## config.mk

```make
export PLATFORM = sky130hd
export DESIGN_NAME = if_fetch_stage_flat
export DESIGN_NICKNAME = d
export VERILOG_FILES = /design/src/rtl/if_fetch_stage_if.sv /design/src/rtl/if_fetch_stage.sv /design/src/flat_wrapper.sv
export SDC_FILE = /design/constraint.sdc
export NUM_CORES = 1
export LEC_CHECK = 0
export ABC_AREA = 1
export CORE_ASPECT_RATIO = 1.75
export CORE_MARGIN = 2
export CORE_UTILIZATION = 45
export CTS_CLUSTER_SIZE = 30
export DETAILED_ROUTE_END_ITERATION = 12
export PLACE_DENSITY = 0.69
export SETUP_SLACK_MARGIN = 0.15
export SLEW_MARGIN = 20
export SYNTH_ARGS = -nofsm -noshare
export SYNTH_HDL_FRONTEND = slang
export SYNTH_SLANG_ARGS = --single-unit
```

## constraint.sdc

```tcl
create_clock -name clk -period 3.15 [get_ports clk]
set_clock_uncertainty 0.2 [all_clocks]
set_input_delay 0.63 -clock clk [delete_from_list [all_inputs] [get_ports clk]]
set_output_delay 0.63 -clock clk [all_outputs]
set_load 0.05 [all_outputs]
```

## src/rtl/if_fetch_stage_if.sv

```systemverilog
// Instruction-memory bus between the fetch stage and the instruction memory.
//   imem_req    fetch request; imem_addr valid while high      (fetch -> mem)
//   imem_addr   word-aligned fetch address                      (fetch -> mem)
//   imem_rdata  instruction word, valid with imem_ready         (mem -> fetch)
//   imem_ready  fetch completes this cycle                      (mem -> fetch)
interface if_fetch_stage_if;
  logic        imem_req;
  logic [31:0] imem_addr;
  logic [31:0] imem_rdata;
  logic        imem_ready;

  modport master (output imem_req, output imem_addr,
                  input  imem_rdata, input imem_ready);
  modport slave  (input  imem_req, input imem_addr,
                  output imem_rdata, output imem_ready);
endinterface

```

## src/rtl/if_fetch_stage.sv

```systemverilog
// MIPS fetch stage: PC register, next-PC select, imem handshake and the IF/ID
// pipeline register. Branch/jump/jr redirects from decode are resolved with one
// architectural delay slot; if the delay-slot fetch has not completed when the
// redirect is accepted, the target waits in a 1-entry buffer (state PEND).
// Ports:
//   clk, reset     clock; asynchronous active-low reset
//   imem           imem bus (master side): req/addr out, rdata/ready in
//   stall          hazard unit hold of PC, IF/ID, state and pending target
//   redirect       decode requests a next-PC change (npc_sel selects type)
//   npc_sel        01 branch, 10 jump, 11 jr, 00 ignored
//   rs_val         jr target
//   id_valid/id_instr/id_pc4/id_imm16   IF/ID register contents
//   addr_err       one-cycle pulse after a jr with a misaligned target
module if_fetch_stage #(
  parameter logic [31:0] RESET_PC = 32'h0000_3000
) (
  input  logic                     clk,
  input  logic                     reset,
  if_fetch_stage_if.master         imem,
  input  logic                     stall,
  input  logic                     redirect,
  input  logic [1:0]               npc_sel,
  input  logic [31:0]              rs_val,
  output logic                     id_valid,
  output logic [31:0]              id_instr,
  output logic [31:0]              id_pc4,
  output logic [15:0]              id_imm16,
  output logic                     addr_err
);

  typedef enum logic [1:0] {BOOT, RUN, PEND} state_t;

  state_t      state_q, state_d;
  logic [31:0] pc_q, pc_d;
  logic [31:0] tgt_q, tgt_d;
  logic        err_d;
  logic [31:0] pc_plus4;
  logic [31:0] target;
  logic        fire;
  logic        accept;

  assign imem.imem_req  = (state_q != BOOT);
  assign imem.imem_addr = pc_q;
  assign id_imm16       = id_instr[15:0];
  assign pc_plus4       = pc_q + 32'd4;

  // A returned word only counts when the stage is not stalled.
  assign fire   = imem.imem_req & imem.imem_ready & ~stall;
  // Redirects are only taken in RUN; in PEND decode holds a bubble anyway.
  assign accept = (state_q == RUN) & redirect & id_valid & ~stall & (npc_sel != 2'b00);

  always_comb begin
    target = '0;
    case (npc_sel)
      2'b01:   target = id_pc4 + {{14{id_instr[15]}}, id_instr[15:0], 2'b00};
      2'b10:   target = {id_pc4[31:28], id_instr[25:0], 2'b00};
      2'b11:   target = {rs_val[31:2], 2'b00};
      default: target = '0;
    endcase
  end

  always_comb begin
    state_d = state_q;
    pc_d    = pc_q;
    tgt_d   = tgt_q;
    err_d   = 1'b0;
    case (state_q)
      BOOT: state_d = RUN;
      RUN: begin
        if (accept) begin
          err_d = (npc_sel == 2'b11) && (rs_val[1:0] != 2'b00);
          if (imem.imem_ready) begin
            pc_d = target;
          end else begin
            // Delay slot still outstanding: park the target, keep PC on it.
            tgt_d   = target;
            state_d = PEND;
          end
        end else if (fire) begin
          pc_d = pc_plus4;
        end
      end
      PEND: begin
        if (fire) begin
          pc_d    = tgt_q;
          state_d = RUN;
        end
      end
      default: state_d = BOOT;
    endcase
  end

  always_ff @(posedge clk or negedge reset) begin
    if (!reset) begin
      state_q  <= BOOT;
      pc_q     <= RESET_PC;
      tgt_q    <= '0;
      addr_err <= 1'b0;
    end else begin
      addr_err <= err_d;
      if (!stall || state_q == BOOT) begin
        state_q <= state_d;
      end
      if (!stall) begin
        pc_q  <= pc_d;
        tgt_q <= tgt_d;
      end
    end
  end

  always_ff @(posedge clk or negedge reset) begin
    if (!reset) begin
      id_valid <= 1'b0;
      id_instr <= '0;
      id_pc4   <= '0;
    end else if (!stall) begin
      id_valid <= fire;
      if (fire) begin
        id_instr <= imem.imem_rdata;
        id_pc4   <= pc_plus4;
      end
    end
  end

endmodule

```

## src/flat_wrapper.sv

```systemverilog
// flat-port wrapper written by rule: the top's interface ports become plain ports
module if_fetch_stage_flat 
#(
  parameter logic [31:0] RESET_PC = 32'h0000_3000
)
  (clk, reset, stall, redirect, npc_sel, rs_val, id_valid, id_instr, id_pc4, id_imm16, addr_err, imem_imem_req, imem_imem_addr, imem_imem_rdata, imem_imem_ready);
  if_fetch_stage_if imem_i ();
  input  logic clk;
  input  logic reset;
  input  logic stall;
  input  logic redirect;
  input  logic [1:0] npc_sel;
  input  logic [31:0] rs_val;
  output logic id_valid;
  output logic [31:0] id_instr;
  output logic [31:0] id_pc4;
  output logic [15:0] id_imm16;
  output logic addr_err;
  output wire logic [$bits(imem_i.imem_req)-1:0] imem_imem_req;
  output wire logic [$bits(imem_i.imem_addr)-1:0] imem_imem_addr;
  input wire logic [$bits(imem_i.imem_rdata)-1:0] imem_imem_rdata;
  input wire logic [$bits(imem_i.imem_ready)-1:0] imem_imem_ready;
  assign imem_imem_req = imem_i.imem_req;
  assign imem_imem_addr = imem_i.imem_addr;
  assign imem_i.imem_rdata = imem_imem_rdata;
  assign imem_i.imem_ready = imem_imem_ready;
  if_fetch_stage #(.RESET_PC(RESET_PC)) u_core (.clk(clk), .reset(reset), .imem(imem_i), .stall(stall), .redirect(redirect), .npc_sel(npc_sel), .rs_val(rs_val), .id_valid(id_valid), .id_instr(id_instr), .id_pc4(id_pc4), .id_imm16(id_imm16), .addr_err(addr_err));
endmodule
```

==> out/results.ini <==
[status]
status = finished clean

[synth]
synth_nets = 1511
synth_top_area_share_pct = 35.3
seq_area_frac_synth_pct = 35.8
netlist.top_cell.by_area = dfrtp_1
yosysWarnings = 0
synth_area_um2 = 9220
synthTopCellsByArea = dfrtp_1, nand2_1, inv_1
netlist_instances = 1406
syn_avg_cell_area_um2 = 6.56
synth-seq-cells = 132
synth.distinct_cells = 43

[timing]
worst_pin_slew_ns = 0.780
rsz0062_at_grt = false
report.final.slew_viol_count = 0
hold_viol_final = 0
max_freq_ghz = 0.353
worst_slack_ns = 0.319
setup_viol = 0
slew_headroom_pct = 48.0
finalSetupTns_ns = 0
min_period_over_period_pct = 89.9
fin_crit_ns = 2.83

[power_and_ir_drop]
pwr-share-comb_pct = 64.6
power.density_nw_per_um2 = 1290
p_int_mw = 7.04
clock_power_share_pct = 14.3
power.switching_mw = 8.37
max-vdd-ir-drop_uv = 808
p_leak_nw = 6.18
power_frac_seq_pct = 21.1
switching_share_pct = 54.3

[critical_path]
setup.worst_path.start_class = register
critPathMaxFanout = 3
cp_data_arrival_time_ns = 2.00
critPathKind = reg -> out
end_kind = primary output
cp.required_ns = 2.32

[finish]
drive_above_1_share_pct = 4.77
multiInputGateArea_um2 = 4860
final_util_pct = 59.3
final_nets = 1685
regArea_um2 = 3310
design_area_um2 = 12000
nFillCells = 1996
area_delta_synth_final_pct = 29.9

[die]
start_util_pct = 45.6
die_h_um = 193
rows = 69
die_area_um2 = 21700
core_area_um2 = 20200
die_width_um = 112
ios = 186

[drt]
vias = 9581
route.detailed.vias_per_inst = 5.20
drt_iter0_markers = 666
routed_wl_um = 33200
first_pass_iters = 5
wl_per_cell_um = 18.0
drtAntennaViolNets = 0
drc = 0

[grt]
antenna_found_initial = 1
first_global_vias = 9662
track_usage_pct = 31.0
grt_pass1_wl_um = 52100
grt_max_degree = 69
overflow = 0

[placed_design]
port_buffers = 185
place_area_um2 = 11300
gp_congestion = 0.992
dp_hpwl_um = 25700
dpl_worst_slack_ns = 0.133

[clocking]
cts_buffers = 17
h-tree-depth = 4
clock_latency_ns = 0.43
cts_setup_buffers = 0
clk_pin_slew_ns = 0.06
cts-root-buf = clkbuf_16
tritoncts = yes
clkSinkCount = 132
clock_path_buffers = 2

[flow_run]
maxCapViolations = 0

[hold_path]
hold_class = reg -> reg

-- per-stage QoR --
step	power [mW]	cells	hold WS, ns
floorplan	9.99	1406	0.134
global placement	13.1	1808	0.255
detailed placement	13.1	1808	0.258
CTS	15.4	1841	0.273
global route	16.5	1842	0.294
finish	15.4	1842	0.265
-- metal layers --
| metal | track usage [%] | part of all wire, % | vias up |
|---|---|---|---|
| li1 | - | - | 4734 |
| met1 | 35.7 | 37 | 4431 |
| met2 | 55.9 | 52 | 331 |
| met3 | 4.07 | 5.0 | 85 |
| met4 | 15.0 | 5.1 | 0 |
| met5 | 0 | 0 | - |
-- worst max-delay path: stages, from the launching register on --
cell and delay [ns]:
dfrtp_1 0.35, inv_1 0.08, ha_1 0.26, inv_1 0.09
clkdlybuf4s50_1 0.80
-- cell families after synthesis --
family | after synthesis | share of synthesized area, %
adders and majority gates | 34 | 4.69
DFF | 132 | 35.8
xor gates and xnor gates | 28 | 2.66
and+or+nand+nor | 774 | 33.6
AOI/OAI and AO/OA | 179 | 11.7
buffers and inverters | 259 | 11.5
-- worst paths after layout --
kind	slack, ns	to	cells after the start	start
min	0.27	u_core.id_instr[30]	2	u_core.id_instr[30]
max reg2reg	0.39	u_core.tgt_q[26]	15	u_core.id_pc4[2]
min reg2reg	0.27	u_core.id_instr[30]	2	u_core.id_instr[30]
min in group asynchronous	0.53	u_core.id_pc4[0]	2	reset
max	0.32	imem_imem_req	4	u_core.state_q[0]
max in group asynchronous	1.41	u_core.imem.imem_addr[13]	3	reset
-- power groups by stage --
stage	sequential, mW	combinational, mW	clock [mW]
global route	3.35	10.9	2.30
floorplan	4.95	5.04	0
global placement	3.25	9.80	0
finish	3.25	9.95	2.21
detailed placement	3.25	9.88	0
CTS	3.24	9.93	2.23
-- cell usage after synthesis --
cell / number
dfrtp_1: 130
o211ai_1: 4
xnor2_1: 1
nor3_2: 1
o221ai_1: 3
inv_1: 198
buf_4: 20
a211oi_1: 4
dfstp_2: 2
nand3_1: 67
a21o_1: 1
nand3_4: 1
fa_1: 1
clkinv_1: 1
o21ai_2: 1
a22o_1: 15
buf_1: 1
nand2_2: 1
ha_1: 33
clkbuf_1: 29
buf_2: 7
a21boi_1: 12
inv_2: 3
o21ai_0: 62
a221oi_1: 1
nor3_4: 1
or2_2: 6
a21oi_1: 48
a31oi_1: 3
a21boi_0: 1
nor2_1: 80
xor2_1: 27
nand3b_1: 4
nor3_1: 18
nor3b_1: 1
o21bai_1: 5
nand4_1: 7
and2_1: 1
o21ai_1: 3
a2bb2oi_1: 2
nand2_1: 586
a22oi_1: 11
o22ai_1: 3
-- cell type report --
| class | count | area share, % |
|---|---|---|
| multi-input combinational | 1015 | 40.6 |
| sequential | 132 | 27.6 |
| timing repair buffer | 212 | 17.4 |
| inverter | 202 | 6.33 |
| clock buffer | 22 | 4.04 |
| tap | 248 | 2.59 |
| clock inverter | 10 | 1.40 |
| antenna | 1 | 0.0209 |
-- cell usage in the layout, fill, tap and decap left out, types with 2 or more instances in the layout --
master,count
nor3_1,18
buf_12,2
o211ai_1,4
or2_2,6
clkdlybuf4s50_1,184
o22ai_1,3
a21oi_1,48
inv_6,2
inv_2,3
nor2_1,80
a31oi_1,3
o21bai_1,5
nand3_1,66
clkbuf_16,17
dfrtp_1,129
buf_4,24
nand3b_1,4
a2bb2oi_1,2
clkinv_4,2
a211oi_1,4
xor2_1,27
nand2_1,586
dfstp_2,2
ha_1,33
a22o_1,15
clkbuf_8,4
nand4_1,7
o221ai_1,3
a21boi_1,12
inv_1,198
bufinv_16,4
a22oi_1,11
o21ai_0,62
o21ai_1,3
-- sequential cells by signal, summed over array words and instances, names as in the netlist --
register,cells
u_core.state_q,2
u_core.id_pc4,32
u_core.tgt_q,32
u_core.id_valid,1
u_core.addr_err,1
u_core.imem.imem_addr,32
u_core.id_instr,32
-- repair_timing --
item | in CTS | in global routing
cloned | 0 | 0
hold endpoints to repair | 40 | 0
pin swaps | 0 | 0
gates resized for setup | 1 | 1
hold buffers | 1 | 0
setup endpoints to repair | 2 | 3
(Power assumes the default switching activity.)
